### src/rtl/rv_hazard_ctrl_if.sv
// Signal bundle between the 5-stage pipeline and rv_hazard_ctrl.
// The pipeline side uses the master modport; the hazard unit uses the slave modport.
interface rv_hazard_ctrl_if #(
    parameter int unsigned NUM_RS  = 2,
    parameter int unsigned NUM_FWD = 3,
    parameter int unsigned REG_AW  = 5,
    parameter int unsigned CNT_W   = 16
);
    localparam int unsigned BPW = $clog2(NUM_FWD + 1);

    logic                       i_fetch_bus_ack;
    logic [NUM_RS*REG_AW-1:0]   i_decode_rs;
    logic                       i_decode_inv_instr;
    logic [NUM_RS*REG_AW-1:0]   i_exec_rs;
    logic [REG_AW-1:0]          i_exec_rd;
    logic                       i_exec_is_load;
    logic                       i_exec_pc_sel;
    logic [NUM_FWD*REG_AW-1:0]  i_fwd_rd;
    logic [NUM_FWD-1:0]         i_fwd_we;
    logic                       i_trap_clear;

    logic [NUM_RS*BPW-1:0]      o_exec_bp;
    logic                       o_fetch_stall;
    logic                       o_decode_stall;
    logic                       o_decode_flush;
    logic                       o_exec_flush;
    logic                       o_inv_trap;
    logic [CNT_W-1:0]           o_stall_cnt;

    modport master (
        output i_fetch_bus_ack, i_decode_rs, i_decode_inv_instr, i_exec_rs, i_exec_rd,
               i_exec_is_load, i_exec_pc_sel, i_fwd_rd, i_fwd_we, i_trap_clear,
        input  o_exec_bp, o_fetch_stall, o_decode_stall, o_decode_flush, o_exec_flush,
               o_inv_trap, o_stall_cnt
    );

    modport slave (
        input  i_fetch_bus_ack, i_decode_rs, i_decode_inv_instr, i_exec_rs, i_exec_rd,
               i_exec_is_load, i_exec_pc_sel, i_fwd_rd, i_fwd_we, i_trap_clear,
        output o_exec_bp, o_fetch_stall, o_decode_stall, o_decode_flush, o_exec_flush,
               o_inv_trap, o_stall_cnt
    );
endinterface

### src/rtl/rv_hazard_ctrl.sv
// Pipeline hazard/control unit: operand bypass selects, multi-cycle load-use stall,
// post-reset flush window, sticky invalid-instruction trap and a stall-cycle counter.
module rv_hazard_ctrl #(
    parameter int unsigned NUM_RS      = 2,
    parameter int unsigned NUM_FWD     = 3,
    parameter int unsigned REG_AW      = 5,
    parameter int unsigned LOAD_LAT    = 0,
    parameter int unsigned RESET_FLUSH = 2,
    parameter int unsigned CNT_W       = 16
) (
    input  logic           i_clk,
    input  logic           i_reset,
    rv_hazard_ctrl_if.slave bus
);
    localparam int unsigned BPW = $clog2(NUM_FWD + 1);

    logic [3:0]            flush_cnt_q, flush_cnt_d;
    logic [2:0]            ld_cnt_q, ld_cnt_d;
    logic                  trap_q, trap_d;
    logic [CNT_W-1:0]      stall_cnt_q, stall_cnt_d;

    logic                  reset_win;
    logic                  dec_match;
    logic                  ld_hit;
    logic                  ld_active;
    logic                  stall;
    logic                  decode_flush;
    logic [NUM_RS*BPW-1:0] exec_bp;

    // Descending scan so the lowest (youngest) matching source wins.
    always_comb begin
        exec_bp = '0;
        if (!i_reset) begin
            for (int k = 0; k < int'(NUM_RS); k++) begin
                for (int j = int'(NUM_FWD) - 1; j >= 0; j--) begin
                    if (bus.i_fwd_we[j] &&
                        (bus.i_exec_rs[k*REG_AW +: REG_AW] != '0) &&
                        (bus.i_exec_rs[k*REG_AW +: REG_AW] == bus.i_fwd_rd[j*REG_AW +: REG_AW])) begin
                        exec_bp[k*BPW +: BPW] = BPW'(j + 1);
                    end
                end
            end
        end
    end

    always_comb begin
        dec_match = 1'b0;
        for (int k = 0; k < int'(NUM_RS); k++) begin
            if ((bus.i_decode_rs[k*REG_AW +: REG_AW] != '0) &&
                (bus.i_decode_rs[k*REG_AW +: REG_AW] == bus.i_exec_rd)) begin
                dec_match = 1'b1;
            end
        end
    end

    always_comb begin
        ld_hit       = bus.i_exec_is_load & (bus.i_exec_rd != '0) & dec_match &
                       ~bus.i_exec_pc_sel;
        reset_win    = i_reset | (flush_cnt_q != '0);
        ld_active    = ld_hit | (ld_cnt_q != '0);
        stall        = ~reset_win & (ld_active | ~bus.i_fetch_bus_ack | trap_q);
        decode_flush = bus.i_exec_pc_sel | trap_q | reset_win;
    end

    always_comb begin
        flush_cnt_d = flush_cnt_q;
        if (flush_cnt_q != '0) begin
            flush_cnt_d = flush_cnt_q - 4'd1;
        end

        // A taken branch means the decode instruction was wrong-path: drop the stall.
        ld_cnt_d = ld_cnt_q;
        if (bus.i_exec_pc_sel) begin
            ld_cnt_d = '0;
        end else if (ld_hit) begin
            ld_cnt_d = 3'(LOAD_LAT);
        end else if (ld_cnt_q != '0) begin
            ld_cnt_d = ld_cnt_q - 3'd1;
        end

        trap_d = trap_q;
        if (bus.i_trap_clear) begin
            trap_d = 1'b0;
        end else if (bus.i_decode_inv_instr && !decode_flush) begin
            trap_d = 1'b1;
        end

        stall_cnt_d = stall_cnt_q;
        if (stall && (stall_cnt_q != {CNT_W{1'b1}})) begin
            stall_cnt_d = stall_cnt_q + 1'b1;
        end
    end

    always_ff @(posedge i_clk) begin
        if (i_reset) begin
            flush_cnt_q <= 4'(RESET_FLUSH);
            ld_cnt_q    <= '0;
            trap_q      <= 1'b0;
            stall_cnt_q <= '0;
        end else begin
            flush_cnt_q <= flush_cnt_d;
            ld_cnt_q    <= ld_cnt_d;
            trap_q      <= trap_d;
            stall_cnt_q <= stall_cnt_d;
        end
    end

    assign bus.o_exec_bp      = exec_bp;
    assign bus.o_fetch_stall  = stall;
    assign bus.o_decode_stall = stall;
    assign bus.o_decode_flush = decode_flush;
    assign bus.o_exec_flush   = bus.i_exec_pc_sel | stall | reset_win;
    assign bus.o_inv_trap     = trap_q;
    assign bus.o_stall_cnt    = stall_cnt_q;

endmodule

### src/flat_wrapper.sv
// flat-port wrapper written by rule: the top's interface ports become plain ports
module rv_hazard_ctrl_flat 
#(
    parameter int unsigned NUM_RS      = 2,
    parameter int unsigned NUM_FWD     = 3,
    parameter int unsigned REG_AW      = 5,
    parameter int unsigned LOAD_LAT    = 0,
    parameter int unsigned RESET_FLUSH = 2,
    parameter int unsigned CNT_W       = 16
)
  (i_clk, i_reset, bus_i_fetch_bus_ack, bus_i_decode_rs, bus_i_decode_inv_instr, bus_i_exec_rs, bus_i_exec_rd, bus_i_exec_is_load, bus_i_exec_pc_sel, bus_i_fwd_rd, bus_i_fwd_we, bus_i_trap_clear, bus_o_exec_bp, bus_o_fetch_stall, bus_o_decode_stall, bus_o_decode_flush, bus_o_exec_flush, bus_o_inv_trap, bus_o_stall_cnt);
  rv_hazard_ctrl_if #(.NUM_RS(NUM_RS), .NUM_FWD(NUM_FWD), .REG_AW(REG_AW), .CNT_W(CNT_W)) bus_i ();
  input  logic i_clk;
  input  logic i_reset;
  input wire logic [$bits(bus_i.i_fetch_bus_ack)-1:0] bus_i_fetch_bus_ack;
  input wire logic [$bits(bus_i.i_decode_rs)-1:0] bus_i_decode_rs;
  input wire logic [$bits(bus_i.i_decode_inv_instr)-1:0] bus_i_decode_inv_instr;
  input wire logic [$bits(bus_i.i_exec_rs)-1:0] bus_i_exec_rs;
  input wire logic [$bits(bus_i.i_exec_rd)-1:0] bus_i_exec_rd;
  input wire logic [$bits(bus_i.i_exec_is_load)-1:0] bus_i_exec_is_load;
  input wire logic [$bits(bus_i.i_exec_pc_sel)-1:0] bus_i_exec_pc_sel;
  input wire logic [$bits(bus_i.i_fwd_rd)-1:0] bus_i_fwd_rd;
  input wire logic [$bits(bus_i.i_fwd_we)-1:0] bus_i_fwd_we;
  input wire logic [$bits(bus_i.i_trap_clear)-1:0] bus_i_trap_clear;
  output wire logic [$bits(bus_i.o_exec_bp)-1:0] bus_o_exec_bp;
  output wire logic [$bits(bus_i.o_fetch_stall)-1:0] bus_o_fetch_stall;
  output wire logic [$bits(bus_i.o_decode_stall)-1:0] bus_o_decode_stall;
  output wire logic [$bits(bus_i.o_decode_flush)-1:0] bus_o_decode_flush;
  output wire logic [$bits(bus_i.o_exec_flush)-1:0] bus_o_exec_flush;
  output wire logic [$bits(bus_i.o_inv_trap)-1:0] bus_o_inv_trap;
  output wire logic [$bits(bus_i.o_stall_cnt)-1:0] bus_o_stall_cnt;
  assign bus_i.i_fetch_bus_ack = bus_i_fetch_bus_ack;
  assign bus_i.i_decode_rs = bus_i_decode_rs;
  assign bus_i.i_decode_inv_instr = bus_i_decode_inv_instr;
  assign bus_i.i_exec_rs = bus_i_exec_rs;
  assign bus_i.i_exec_rd = bus_i_exec_rd;
  assign bus_i.i_exec_is_load = bus_i_exec_is_load;
  assign bus_i.i_exec_pc_sel = bus_i_exec_pc_sel;
  assign bus_i.i_fwd_rd = bus_i_fwd_rd;
  assign bus_i.i_fwd_we = bus_i_fwd_we;
  assign bus_i.i_trap_clear = bus_i_trap_clear;
  assign bus_o_exec_bp = bus_i.o_exec_bp;
  assign bus_o_fetch_stall = bus_i.o_fetch_stall;
  assign bus_o_decode_stall = bus_i.o_decode_stall;
  assign bus_o_decode_flush = bus_i.o_decode_flush;
  assign bus_o_exec_flush = bus_i.o_exec_flush;
  assign bus_o_inv_trap = bus_i.o_inv_trap;
  assign bus_o_stall_cnt = bus_i.o_stall_cnt;
  rv_hazard_ctrl #(.NUM_RS(NUM_RS), .NUM_FWD(NUM_FWD), .REG_AW(REG_AW), .LOAD_LAT(LOAD_LAT), .RESET_FLUSH(RESET_FLUSH), .CNT_W(CNT_W)) u_core (.i_clk(i_clk), .i_reset(i_reset), .bus(bus_i));
endmodule
### config.mk
export PLATFORM = sky130hd
export DESIGN_NAME = rv_hazard_ctrl_flat
export DESIGN_NICKNAME = d
export VERILOG_FILES = /design/src/rtl/rv_hazard_ctrl_if.sv /design/src/rtl/rv_hazard_ctrl.sv /design/src/flat_wrapper.sv
export SDC_FILE = /design/constraint.sdc
export NUM_CORES = 1
export LEC_CHECK = 0
export CAP_MARGIN = 40
export CORE_MARGIN = 5
export CORE_UTILIZATION = 43
export DETAILED_ROUTE_END_ITERATION = 16
export PLACE_DENSITY = 0.84
export SYNTH_ARGS = -nofsm -noshare
export SYNTH_HDL_FRONTEND = slang
export SYNTH_SLANG_ARGS = --single-unit
### constraint.sdc
create_clock -name i_clk -period 2.8 [get_ports i_clk]
set_clock_uncertainty 0.15 [all_clocks]
set_input_delay 0.56 -clock i_clk [delete_from_list [all_inputs] [get_ports i_clk]]
set_output_delay 0.56 -clock i_clk [all_outputs]
set_load 0.01 [all_outputs]
==> results of run 1 <==
cell type report:
| type | instances | area share |
|---|---|---|
| Multi-Input combinational cell | 189 | 0.470 |
| Sequential cell | 24 | 0.162 |
| Clock inverter | 1 | 0.0101 |
| Timing Repair Buffer | 110 | 0.315 |
| Clock buffer | 3 | 0.0139 |
| Tap cell | 50 | 0.0211 |
| Inverter | 7 | 0.00885 |
stage by stage:
stage / total power [mW] / worst slack (ns) / TNS (ns) / utilization / hold WS, ns
6_report: 1.11 / 0.0241 / 0 / 0.737 / 0.360
4_1_cts: 1.08 / 0.0105 / 0 / 0.718 / 0.355
5_1_grt: 1.17 / -0.0275 / -0.106 / 0.737 / 0.392
2_1_floorplan: 0.595 / 0.342 / 0 / - / 0.304
3_3_place_gp: 0.762 / -0.598 / -5.74 / 0.698 / 0.323
3_5_place_dp: 0.779 / -0.695 / -6.72 / 0.698 / 0.343
cell usage in the layout, fill, tap and decap left out, types with 4 or more instances in the layout:
cell / Yosys / layout
xnor2_1: 20 / 19
nor3_1: 7 / 5
ha_1: 5 / 4
clkbuf_2: 0 / 8
a21oi_1: 19 / 19
or4_1: 8 / 5
clkdlybuf4s15_1: 0 / 7
or3_1: 14 / 14
nor2b_1: 5 / 4
buf_2: 0 / 7
buf_4: 2 / 34
nand3_1: 9 / 9
nor2_2: 0 / 4
clkdlybuf4s50_1: 0 / 36
dfxtp_1: 24 / 24
nand4_1: 10 / 10
nand2_1: 6 / 6
nor2_1: 20 / 16
inv_1: 7 / 6
nor4_2: 0 / 7
xor2_1: 21 / 18
o21ai_0: 13 / 10
dlygate4sd2_1: 0 / 13
worst max-delay path: stages:
cell and delay (ns):
clkdlybuf4s15_1 0.22, xnor2_1 0.19, nand4_1 0.13, or4_4 0.43, nor2b_2 0.17, nor3_2 0.20
buf_2 0.16
state kept, by name (all words and copies together) (netlist names):
name	flops
u_core.flush_cnt_q	4
u_core.bus.o_stall_cnt	16
u_core.bus.o_inv_trap	1
u_core.ld_cnt_q	3
repair_timing:
action,4_1_cts,5_1_grt
cloned,0,0
pin swaps,16,12
setup endpoints to repair,8,8
gates resized for setup,72,45
setup buffers,2,1
worst max path at each step:
stage          cells past startpoint            endpoint  slack, ns
6_report                           7    bus_o_exec_bp[1]       0.02
5_1_grt                            8  bus_o_decode_stall      -0.03
3_5_place_dp                       7    bus_o_exec_bp[1]      -0.70
4_1_cts                            8  bus_o_decode_stall       0.01
2_1_floorplan                      4    bus_o_exec_flush       0.34
3_3_place_gp                       7    bus_o_exec_bp[1]      -0.60
cells by family after synthesis:
group           after synthesis  synth area share
compound gates               40             0.124
xor+xnor                     41             0.200
fa+ha+maj                     5            0.0348
buf+inv                      13            0.0355
flops                        24             0.267
mux                           3            0.0174
simple gates                100             0.321
power groups by stage:
stage               Sequential (mW)  Clock [mW]  Combinational, mW
floorplan                     0.397           0              0.199
global placement              0.399           0              0.363
detailed placement            0.400           0              0.379
CTS                           0.392       0.307              0.382
global route                  0.400       0.329              0.440
finish                        0.395       0.303              0.407
cells in the mapped netlist, types with 5 or more instances:
cell type   n
a21oi_1    19
dfxtp_1    24
ha_1        5
inv_1       7
nand2_1     6
nand3_1     9
nand4_1    10
nor2_1     20
nor2b_1     5
nor3_1      7
nor4_1      8
o21ai_0    13
or3_1      14
or4_1       8
xnor2_1    20
xor2_1     21
metal layers:
layer  track usage  part of all wire  vias up
met4        0.0692             0.025        0
met5             0                 0        -
met1         0.225              0.37      977
met2         0.380              0.53       85
li1              -                 -     1027
met3        0.0360             0.069       14
==> results.cfg, run 1 <==
[run_status]
status = finished clean

[synthesis]
synth_area_per_cell_um2 = 7.96
ys_seq_area_frac = 0.267
synthTopCellsByArea = dfxtp_1, xor2_1, xnor2_1
synth_cell_types = 36
synth_top_area_cell = dfxtp_1
async_reset_ff_frac = 0
synthCells = 226
yosysTopAreaCellShare = 0.267
syn-num-nets = 281
syn-cell-area_um2 = 1800
synth_seq_cells = 24
synth-edff-count = 0
ys.flop_type = dfxtp_1
yosys_warnings = 0

[global_routing]
antenna_found_initial = 0
grt_pass1_wl_um = 8760
gr-total-overflow = 0
grt_max_degree = 28
grt_pass1_vias = 1984
grt_usage = 0.201

[place]
numPortBuffers = 74
gp_congestion = 0.886
dp_cells = 377
placed_area_um2 = 2810
place_hpwl_um = 4510

[sta]
finalCriticalPeriod_ns = 2.78
fmax_ghz = 0.360
finalSetupViolations = 0
tightest_slew_ns = 0.448
relSlewSlack = 0.697
slew_viol_final = 0
finalCritPeriodShare = 0.991
finalHoldViolCount = 0

[setup_path]
crit_path_max_fanout = 2
cp.arrival_ns = 2.07
r2r-start = u_core.flush_cnt_q[1]
cp-start-kind = primary input
critPathLaunch = bus_i_fwd_rd[8]
rrSetupSlack_ns = 0.17
criticalPathCategory = in2out
reg2reg_to = u_core.bus.o_stall_cnt[8]
r2r_cells = 9
worstPathRequired_ns = 2.09
cp-end-kind = output pin

[clock_network]
numCtsBuffers = 3
path_clk_slew_ns = 0.09
clock-sinks = 24
clock_latency_ns = 0.27
htreeDepth = 1
cts_hold_buffers = 0
clock_tree.buffer_depth = 2
clock-root-buffer = clkbuf_8
tritoncts = done

[floorplanning]
start_util = 0.447
fp.coreArea_um2 = 4030
die_h_um = 74.7
die_area_um2 = 5580
die_w_um = 74.7
rows = 23
ios = 75

[routing]
routed_wl_um = 5980
drtPass1Iterations = 4
dr_total_vias = 2103
drtIter0Drc = 104
ant_nets = 0
via_per_inst = 5.48
wl_per_cell_um = 15.6
post-route-drc-count = 0

[hold_path]
hold_path.class = reg2reg
hold_path_startpoint = u_core.bus.o_stall_cnt[11]
hold_path_depth = 2
holdPathEnd = u_core.bus.o_stall_cnt[11]

[pwr]
power_frac_clock = 0.274
p_int_mw = 0.778
ir_drop_uv = 262
p_switching_mw = 0.328
power_density_nw_per_um2 = 372
comb_power_share = 0.369
p_seq_frac = 0.357
total_leakage_power_nw = 1.14
switching_share = 0.296

[final_layout]
drive_gt1_frac = 0.263
finish.instance_area_um2 = 2970
layoutNonFillerInstCount = 384
syn_to_final_growth_pct = 65.1
regArea_um2 = 480
n_antenna_cell = 0
fillers = 297
multiInputGateArea_um2 = 1400
fin_nets = 390

[job]
maxCapViolCount = 0
Note: power is estimated with default switching activity, not from simulation.
==> run 2: changes to the inputs <==
Settings changed: CORE_UTILIZATION 43 to 40, CTS_BUF_LIST set to sky130_fd_sc_hd__clkbuf_8, PLACE_DENSITY 0.84 to 0.82.
Clock period 2.8 ns to 2.4 ns, I/O delays scaled along.
==> results.cfg, run 2 (synthesis results as in run 1) <==
[job]
maxCapViolCount = 0

[setup_path]
worstPathRequired_ns = 1.77
crit_path_top_delay_cell = or3_1
r2r_cells = 9
r2r-start = u_core.flush_cnt_q[1]
criticalPathCategory = reg2out
cp-start-kind = flip-flop
crit_path_max_fanout = 2
critPathTopFamily = simple AND/OR/NAND/NOR gates
path_cells = inv_2 -> ha_4 -> nor3b_4 -> nand2b_4 -> nor3_4 -> inv_1 -> or3_1 -> buf_2
reg2reg_to = u_core.bus.o_stall_cnt[6]
slowest_delay_ns = 0.34
cp-end-kind = output pin
cp.arrival_ns = 1.93
rrSetupSlack_ns = -0.09
path_buf_inv = 3

[pwr]
p_seq_frac = 0.311
p_switching_mw = 0.464
p_int_mw = 1.01
total_leakage_power_nw = 1.38
switching_share = 0.314
power_frac_clock = 0.241
comb_power_share = 0.449
power_density_nw_per_um2 = 439
ir_drop_uv = 254

[final_layout]
final_common_cell = buf_4
multiInputGateArea_um2 = 1620
n_antenna_cell = 0
final_cell_mix = buf_4, clkdlybuf4s50_1, dfxtp_1, xor2_1, buf_2
syn_to_final_growth_pct = 86.9
largest_reg_flops = 16
post-route-util = 0.772
fillers = 291
fin_nets = 411
regArea_um2 = 483
drive_gt1_frac = 0.442

[clock_network]
clock_tree.buffer_depth = 2
numCtsBuffers = 3
tritoncts = done
clock_latency_ns = 0.27
htreeDepth = 1
clock-sinks = 24
path_clk_slew_ns = 0.09
clock-root-buffer = clkbuf_8

[floorplanning]
die_w_um = 77.1
fp.coreArea_um2 = 4350
die_area_um2 = 5940
die_h_um = 77.1
ios = 75
start_util = 0.413
rows = 24

[sta]
finalCriticalPeriod_ns = 2.56
finalCritPeriodShare = 1.07
fmax_ghz = 0.390
finalHoldViolCount = 0
tightest_slew_ns = 0.329
finalSetupViolations = 14
grt_setup_unrepaired = true
setup_ws_ns = -0.162
slew_viol_final = 0
fin_setup_tns_ns = -0.851
relSlewSlack = 0.780

[routing]
ant_nets = 0
post-route-drc-count = 0
wl_per_cell_um = 17.9
dr_total_vias = 2326
drtPass1Iterations = 5
via_per_inst = 5.71
routed_wl_um = 7300
drtIter0Drc = 125

[global_routing]
grt_pass1_vias = 2343
grt_usage = 0.206
gr-total-overflow = 0
antenna_found_initial = 0
grt_max_degree = 28
grt_pass1_wl_um = 10300

[run_status]
violations = setup timing
status = finished, violations left

[hold_path]
holdPathEnd = u_core.ld_cnt_q[1]
hold_path_depth = 2
hold_path_startpoint = u_core.ld_cnt_q[1]
hold_path.class = reg2reg

[place]
gp_congestion = 0.905
place_hpwl_um = 4560
numPortBuffers = 74
## run 2: cell types whose count changed in the layout (fill, tap and decap cells not counted), moves of 4 or more
cell and delta:
clkbuf_2 -4, xnor2_1 -8, clkdlybuf4s50_1 -14, or4_4 +4
or4_1 -4, buf_4 +14, buf_6 +13, xnor2_2 +7
a21oi_2 +5, buf_2 +11, a21oi_1 -5, clkdlybuf4s15_1 -6
## run 2: worst max-delay path by stage
stage | from | to | slack, ns | depth (start not counted)
finish | u_core.flush_cnt_q[1] | bus_o_exec_flush | -0.16 | 8
global route | bus_i_decode_rs[6] | bus_o_fetch_stall | -0.22 | 8
CTS | bus_i_decode_rs[5] | bus_o_fetch_stall | -0.08 | 9
detailed placement | bus_i_exec_rd[1] | bus_o_fetch_stall | -0.88 | 8
global placement | bus_i_exec_rs[4] | bus_o_exec_bp[1] | -0.87 | 7
floorplan | u_core.flush_cnt_q[0] | u_core.bus.o_stall_cnt[8] | 0.02 | 9
## run 2: routing by layer
layer,vias up,share of wire,track usage
li1,1085,-,-
met1,1077,0.33,0.204
met2,124,0.54,0.397
met3,40,0.067,0.0351
met4,0,0.064,0.115
met5,-,0,0
## run 2: worst min-delay path, stage by stage, from the launching register on
cell	delay (ns)
dfxtp_1	0.33
a21oi_1	0.06
nor2_1	0.07
## run 2: what timing repair did
action                     CTS  global route
pin swaps                   42            25
gates cloned                 2             0
setup endpoints to repair   24            24
hold buffers                 0             0
resized for setup          214            41
setup buffers                5             4
## run 2: area by class of cell
class / count / share of cell area
clock buffers: 3 / 0.0123
well taps: 52 / 0.0193
clock inverters: 1 / 0.00893
multi-input cells: 191 / 0.483
flip-flops and latches: 24 / 0.144
inverters: 7 / 0.00781
repair buffers: 129 / 0.326
## run 2: power groups by stage
stage,Sequential [mW],Combinational (mW),Clock [mW]
floorplan,0.463,0.232,0
global placement,0.459,0.491,0
detailed placement,0.461,0.510,0
CTS,0.458,0.586,0.357
global route,0.462,0.711,0.374
finish,0.459,0.663,0.355
## run 2: per-stage QoR
| stage | hold WS, ns | setup WS (ns) | cell area (um^2) | instances | power, mW |
|---|---|---|---|---|---|
| finish | 0.350 | -0.162 | 3360 | 407 | 1.48 |
| global route | 0.386 | -0.220 | 3360 | 407 | 1.55 |
| CTS | 0.352 | -0.0784 | 3190 | 403 | 1.40 |
| detailed placement | 0.332 | -0.881 | 2910 | 392 | 0.971 |
| global placement | 0.317 | -0.866 | 2910 | 392 | 0.950 |
| floorplan | 0.304 | 0.0192 | 1800 | 226 | 0.695 |
